<file path="config.mk">
export PLATFORM = sky130hd
export DESIGN_NAME = keypad_scan_ctrl
export DESIGN_NICKNAME = d
export VERILOG_FILES = /design/src/rtl/keypad_pkg.sv /design/src/rtl/keypad_scan_ctrl_scan_timer.sv /design/src/rtl/keypad_scan_ctrl.sv
export SDC_FILE = /design/constraint.sdc
export NUM_CORES = 1
export LEC_CHECK = 0
export CORE_MARGIN = 2
export CORE_UTILIZATION = 35
export CTS_BUF_LIST = sky130_fd_sc_hd__clkbuf_8
export DETAILED_ROUTE_END_ITERATION = 8
export MAX_ROUTING_LAYER = met4
export PLACE_DENSITY_LB_ADDON = 0.3
export SLEW_MARGIN = 40
export SYNTH_ARGS = -nofsm -noshare
export SYNTH_HDL_FRONTEND = slang
export SYNTH_SLANG_ARGS = --single-unit
</file>
<file path="constraint.sdc">
create_clock -name clk -period 4.15 [get_ports clk]
set_input_delay 0.83 -clock clk [delete_from_list [all_inputs] [get_ports clk]]
set_output_delay 0.83 -clock clk [all_outputs]
set_load 0.05 [all_outputs]
</file>
<file path="src/rtl/keypad_pkg.sv">
// Keypad scan controller shared types, key map and column helpers.
// Used by keypad_scan_ctrl and its scan timer.
package keypad_pkg;

  typedef enum logic [1:0] {
    SCAN,
    DEBOUNCE,
    HELD,
    RELEASE
  } scan_state_t;

  localparam logic [3:0] COLS_IDLE = 4'hF;

  // Indexed {row, col}; column 0 is cols[0].
  localparam logic [3:0] KEYMAP [16] = '{
    4'h1, 4'h2, 4'h3, 4'hA,
    4'h4, 4'h5, 4'h6, 4'hB,
    4'h7, 4'h8, 4'h9, 4'hC,
    4'hE, 4'h0, 4'hF, 4'hD
  };

  // True when exactly one column is pulled low.
  function automatic logic single_low(input logic [3:0] c);
    logic [3:0] z;
    z = ~c;
    return (z != 4'h0) && ((z & (z - 4'h1)) == 4'h0);
  endfunction

  // Position of the low column (meaningful only for single_low).
  function automatic logic [1:0] low_idx(input logic [3:0] c);
    logic [1:0] idx;
    idx = 2'd0;
    for (int i = 0; i < 4; i++)
      if (!c[i]) idx = 2'(i);
    return idx;
  endfunction

endpackage

</file>
<file path="src/rtl/keypad_scan_ctrl_scan_timer.sv">
// Scan tick generator: one-cycle tick every TICK_DIV clocks.
// Ports: clk, reset (async, active-high), tick (out).
module scan_timer #(
  parameter int TICK_DIV = 48000
) (
  input  logic clk,
  input  logic reset,
  output logic tick
);

  localparam int W = (TICK_DIV > 1) ? $clog2(TICK_DIV) : 1;
  localparam logic [W-1:0] LAST = W'(TICK_DIV - 1);

  logic [W-1:0] cnt;

  always_ff @(posedge clk or posedge reset) begin
    if (reset)
      cnt <= '0;
    else if (cnt == LAST)
      cnt <= '0;
    else
      cnt <= cnt + W'(1);
  end

  assign tick = (cnt == LAST);

endmodule

</file>
<file path="src/rtl/keypad_scan_ctrl.sv">
// 4x4 keypad scanner: row sequencing, press/release debounce over
// scan ticks, one-entry valid/ready key buffer with overrun pulse.
// Ports: clk, reset; cols in (active-low); rows out (active-low);
// keyCode/keyValid/keyReady handshake; overrun pulse.
module keypad_scan_ctrl
  import keypad_pkg::*;
#(
  parameter int TICK_DIV       = 48000,
  parameter int DEBOUNCE_SCANS = 3
) (
  input  logic       clk,
  input  logic       reset,
  input  logic [3:0] cols,
  output logic [3:0] rows,
  output logic [3:0] keyCode,
  output logic       keyValid,
  input  logic       keyReady,
  output logic       overrun
);

  localparam logic [3:0] DB = 4'(DEBOUNCE_SCANS);

  logic        tick;
  logic [3:0]  sync1;
  logic [3:0]  colsS;
  scan_state_t state, state_n;
  logic [1:0]  rowIdx, rowIdx_n;
  logic [1:0]  latRow, latRow_n;
  logic [3:0]  latCols, latCols_n;
  logic [3:0]  dbCnt, dbCnt_n;
  logic        commit;
  logic [3:0]  code;
  logic        xfer;

  scan_timer #(
    .TICK_DIV(TICK_DIV)
  ) u_timer (
    .clk  (clk),
    .reset(reset),
    .tick (tick)
  );

  always_ff @(posedge clk or posedge reset) begin
    if (reset) begin
      sync1 <= COLS_IDLE;
      colsS <= COLS_IDLE;
    end else begin
      sync1 <= cols;
      colsS <= sync1;
    end
  end

  always_comb begin
    state_n   = state;
    rowIdx_n  = rowIdx;
    latRow_n  = latRow;
    latCols_n = latCols;
    dbCnt_n   = dbCnt;
    commit    = 1'b0;
    if (tick) begin
      unique case (state)
        SCAN: begin
          if (single_low(colsS)) begin
            latRow_n  = rowIdx;
            latCols_n = colsS;
            dbCnt_n   = 4'd1;
            if (DB == 4'd1) begin
              commit  = 1'b1;
              state_n = HELD;
            end else begin
              state_n = DEBOUNCE;
            end
          end else begin
            rowIdx_n = rowIdx + 2'd1;
          end
        end
        DEBOUNCE: begin
          if (colsS == latCols) begin
            dbCnt_n = dbCnt + 4'd1;
            if (dbCnt_n == DB) begin
              commit  = 1'b1;
              state_n = HELD;
            end
          end else begin
            state_n  = SCAN;
            rowIdx_n = rowIdx + 2'd1;
          end
        end
        HELD: begin
          if (colsS == COLS_IDLE) begin
            dbCnt_n = 4'd1;
            if (DB == 4'd1) begin
              state_n  = SCAN;
              rowIdx_n = rowIdx + 2'd1;
            end else begin
              state_n = RELEASE;
            end
          end
        end
        RELEASE: begin
          if (colsS == COLS_IDLE) begin
            dbCnt_n = dbCnt + 4'd1;
            if (dbCnt_n == DB) begin
              state_n  = SCAN;
              rowIdx_n = rowIdx + 2'd1;
            end
          end else begin
            state_n = HELD;
          end
        end
      endcase
    end
  end

  // Next-latch values cover the single-tick commit from SCAN.
  assign code = KEYMAP[{latRow_n, low_idx(latCols_n)}];
  assign xfer = keyValid & keyReady;

  always_ff @(posedge clk or posedge reset) begin
    if (reset) begin
      state   <= SCAN;
      rowIdx  <= 2'd0;
      rows    <= 4'b1110;
      latRow  <= 2'd0;
      latCols <= COLS_IDLE;
      dbCnt   <= 4'd0;
    end else begin
      state   <= state_n;
      rowIdx  <= rowIdx_n;
      rows    <= ~(4'b0001 << rowIdx_n);
      latRow  <= latRow_n;
      latCols <= latCols_n;
      dbCnt   <= dbCnt_n;
    end
  end

  always_ff @(posedge clk or posedge reset) begin
    if (reset) begin
      keyValid <= 1'b0;
      keyCode  <= 4'h0;
      overrun  <= 1'b0;
    end else begin
      overrun <= commit & keyValid & ~xfer;
      if (commit && (!keyValid || xfer)) begin
        keyValid <= 1'b1;
        keyCode  <= code;
      end else if (xfer) begin
        keyValid <= 1'b0;
      end
    end
  end

endmodule

</file>
==> impl_metrics.csv <==
group,metric,value,unit
status,run_status,"finished clean",
yosys,synth_fp_nets,252,
die,std_cell_rows,30,
yosys,synth-edff-count,0,
routing,post_detailed_route_wirelength_per_cell,12.7,um
sta,timing_worst_slew_pin_value,0.725,ns
die,core_area,0.00676,mm2
yosys,mean_instance_size_in_the_synthesized_netlist,10.3,um2
cts,tritoncts,"done",
cts,cts-root-buf,"sky130_fd_sc_hd__clkbuf_8",
sta,fmaxAchievable,0.307,GHz
setup_path,crit_path_end_kind,"flip-flop",
yosys,netlist_area,0.00244,mm2
yosys,netlist.area_leader.share,33.9,%
setup_path,crit_path_start_kind,"flip-flop",
routing,highest_layer,"met4",
setup_path,worst_r2r_endpoint,"keyCode[1]$_DFFE_PP0P_",
yosys,yosysWarnings,0,
setup_path,worstPathArrival,3.44,ns
cts,cts_hold_repair.buffers,0,
setup_path,crit_chain,"ha_1, nand4_2, or4_4, nor4b_4, buf_4, mux2i_1, inv_1, ha_1, a2111o_1, o21ai_1, o21ai_1",
final_layout,area.growth.synth_to_final,14.3,%
hold_path,hold_class,"reg2reg",
hold_path,worstHoldEndpoint,"colsS[3]$_DFF_PP1_",
setup_path,critical_path.n_buffers_inverters,2,
yosys,ys_types,49,
routing,wl_met2,2.09,mm
die,die_x,87.4,um
die,die_area,0.00764,mm2
grt,maximum_number_of_pins_on_one_net_before_global_route_repair,49,
placement,placedInstanceArea,0.00269,mm2
yosys,synth_top_cell_by_area,"sky130_fd_sc_hd__dfrtp_1",
power_and_ir_drop,pwr-share-clk,35.9,%
sta,setup_viol,0,
routing,met3WireLength,105,um
setup_path,worst-r2r-cell-count,11,
setup_path,critical_path.top_delay_family,"simple AND/OR/NAND/NOR gates",
setup_path,worstPathMaxFanout,15,
sta,grt_setup_unrepaired,"no",
placement,detailed_place_hpwl,3.02,mm
power_and_ir_drop,portion_of_total_power_attributed_to_combinational_logic,3.0,%
yosys,netlist_top_cells_area,"sky130_fd_sc_hd__dfrtp_1 34%, sky130_fd_sc_hd__dfstp_2 16%, sky130_fd_sc_hd__xor2_1 4.3%",
sta,timing.slew.headroom,51.2,%
cts,numCtsBuffers,5,
placement,port-buffer-count,16,
cts,ctsLongestPathBuffers,2,
placement,place.gp.congestion,0.825,
die,die_y,87.4,um
yosys,most_used_standard_cell_by_instance_count_after_synthesis,"sky130_fd_sc_hd__dfrtp_1",
routing,drt-initial-drc-count,46,
power_and_ir_drop,swShare,23.0,%
grt,globalRouteOverflowTotal,0,
sta,final_hold_violations,0,
final_layout,drive_above_1_share,15.6,%
grt,grt_antenna_before_repair,0,
hold_path,min-delay-start,"sync1[3]$_DFF_PP1_",
routing,drt_drc_violations_left,0,
routing,detailroute.via_count,1716,
yosys,synth.top_cells.by_count,"33 x sky130_fd_sc_hd__dfrtp_1, 23 x sky130_fd_sc_hd__nand2_1, 17 x sky130_fd_sc_hd__nor2_1",
hold_path,hold_depth,0,
cts,cts-resized-gates,0,
routing,drt-met1-wl,2.05,mm
run,max_cap_violations,0,
setup_path,timing.rr.start,"u_timer.cnt[0]$_DFF_PP0_",
cts,cts_max_level,2,
power_and_ir_drop,p_sw,0.180,mW
setup_path,timing_worst_setup_path_type,"reg2reg",
cts,clock_sink_count,48,
grt,groute.usage.overall,12.0,%
power_and_ir_drop,seq_power_share,61.1,%
routing,totalWireLength,4.27,mm
cts,clock_latency_reported_for_the_late_side_of_the_worst_skew_pair,0.30,ns
routing,drt-pass1-iter-count,4,
sta,worst_clock_skew,0.0102,ns
power_and_ir_drop,vdd_drop_max,0.122,mV
die,floorplan.io_pins,17,
final_layout,nNetsFinal,271,
yosys,synth_cells,237,
setup_path,crit_slowest_cell,"sky130_fd_sc_hd__or4_4",
sta,layout_worst_path_cycle_share,78.4,%
power_and_ir_drop,pwr_density_cell,282,mW/mm2
sta,finalWorstPathRequiredPeriod,3.25,ns
grt,grt_first_pass_wirelength,7.13,mm
sta,fin_tns_setup,0,ns
power_and_ir_drop,internal_power,0.605,mW
yosys,yosysSeqAreaShare,50.1,%
yosys,synth-seq-cells,48,
sta,final_number_of_max_transition_violations,0,
routing,via_per_inst,5.09,
setup_path,r2r_slack,0.90,ns
setup_path,cp_slowest_stage_delay,0.57,ns
grt,first_global_vias,1610,
power_and_ir_drop,static-leakage-power,1.23,nW
routing,antenna_violating_nets_post_route,0,
yosys,postSynth.topFlopCell,"sky130_fd_sc_hd__dfrtp_1",
final_layout,num_antenna_cells,0,
cts,cts_setup_buffers,0,
setup_path,worst_ep_required_time,4.34,ns
yosys,synth-async-reset-ratio,100,%
final_layout,final_area,0.00279,mm2
die,initial_utilization,36.1,%
cts,reg_clk_slew_reported_paths,0.09,ns
worst max-delay path by stage:
stage                                  end  slack (ns)  cells after the start                startpoint
global placement    keyCode[1]$_DFFE_PP0P_        1.00                     11  u_timer.cnt[0]$_DFF_PP0_
floorplan           keyCode[1]$_DFFE_PP0P_        1.22                     10  u_timer.cnt[0]$_DFF_PP0_
finish              keyCode[1]$_DFFE_PP0P_        0.90                     11  u_timer.cnt[0]$_DFF_PP0_
global route        keyCode[1]$_DFFE_PP0P_        0.68                     11  u_timer.cnt[0]$_DFF_PP0_
detailed placement  keyCode[1]$_DFFE_PP0P_        0.89                     11  u_timer.cnt[0]$_DFF_PP0_
CTS                 keyCode[1]$_DFFE_PP0P_        0.87                     11  u_timer.cnt[0]$_DFF_PP0_
worst register-to-register path, delay by kind of cell, from the launching register on:
family	cells	cell delay, ns
adder cells (fa/ha/maj)	2	0.45
flip-flops	1	0.39
multiplexers	1	0.46
AO/OA/AOI/OAI	3	0.51
AND/OR/NAND/NOR	3	0.93
buffers and inverters	2	0.39
cell families after synthesis:
logic type      count (synthesis)  share of synthesized area, %
compound gates                 42                          10.9
xor+xnor                       17                          6.11
fa+ha+maj                       8                          4.11
buf+inv                        21                          3.34
flops                          48                          50.1
mux                            10                          4.26
simple gates                   91                          21.2
flip-flops by register name (all words and copies together) (netlist names):
register,cells
dbCnt,4
latCols,4
colsS,4
sync1,4
state,2
rowIdx,2
rows,4
keyCode,4
keyValid,1
u_timer.cnt,16
latRow,2
overrun,1
layout by cell type (no fill, tap or decap), types with 3 or more instances in the layout:
master,instances
sky130_fd_sc_hd__nor4_1,3
sky130_fd_sc_hd__buf_4,3
sky130_fd_sc_hd__xnor2_1,5
sky130_fd_sc_hd__a221oi_1,3
sky130_fd_sc_hd__and3_1,3
sky130_fd_sc_hd__clkbuf_8,5
sky130_fd_sc_hd__mux2_2,3
sky130_fd_sc_hd__dfrtp_1,33
sky130_fd_sc_hd__a21oi_1,10
sky130_fd_sc_hd__clkdlybuf4s50_1,16
sky130_fd_sc_hd__nand3_1,9
sky130_fd_sc_hd__ha_1,8
sky130_fd_sc_hd__inv_1,12
sky130_fd_sc_hd__xor2_1,12
sky130_fd_sc_hd__nand2b_1,4
sky130_fd_sc_hd__mux2i_1,7
sky130_fd_sc_hd__nor2_1,17
sky130_fd_sc_hd__nand2_1,23
sky130_fd_sc_hd__a21boi_0,5
sky130_fd_sc_hd__nor3_1,5
sky130_fd_sc_hd__nand4b_1,4
sky130_fd_sc_hd__dfstp_2,15
sky130_fd_sc_hd__nand4_1,4
sky130_fd_sc_hd__o21ai_0,12
metrics by stage:
step / std cells / setup WS [ns] / total power, mW / hold slack [ns] / util [%]
2_1_floorplan: 237 / 1.22 / 0.502 / 0.345 / -
3_3_place_gp: 329 / 1.00 / 0.512 / 0.346 / 39.8
5_1_grt: 337 / 0.682 / 0.821 / 0.365 / 41.2
4_1_cts: 337 / 0.869 / 0.798 / 0.362 / 41.2
6_report: 337 / 0.896 / 0.785 / 0.361 / 41.2
3_5_place_dp: 329 / 0.891 / 0.513 / 0.348 / 39.9
layer usage:
metal  GRT usage [%]  up-vias
li1                -      863
met1            15.4      834
met2            19.5       16
met3            2.84        3
met4            2.52        0
met5               -        -
power groups by stage:
stage | Sequential (mW) | Combinational [mW] | Clock (mW)
after detailed placement | 0.488 | 0.0247 | 0
after global routing | 0.481 | 0.0272 | 0.313
after floorplan | 0.485 | 0.0175 | 0
final | 0.480 | 0.0235 | 0.282
after CTS | 0.480 | 0.0247 | 0.293
after global placement | 0.488 | 0.0242 | 0
final cells by class:
cell class	instances	area, um2
inverters	14	55.1
repair buffers	19	183
clock buffers	5	68.8
flip-flops and latches	48	1220
multi-input cells	168	1130
well taps	80	100
clock inverters	3	23.8
fillers	679	3970
Power figures use the tool's default switching activity.
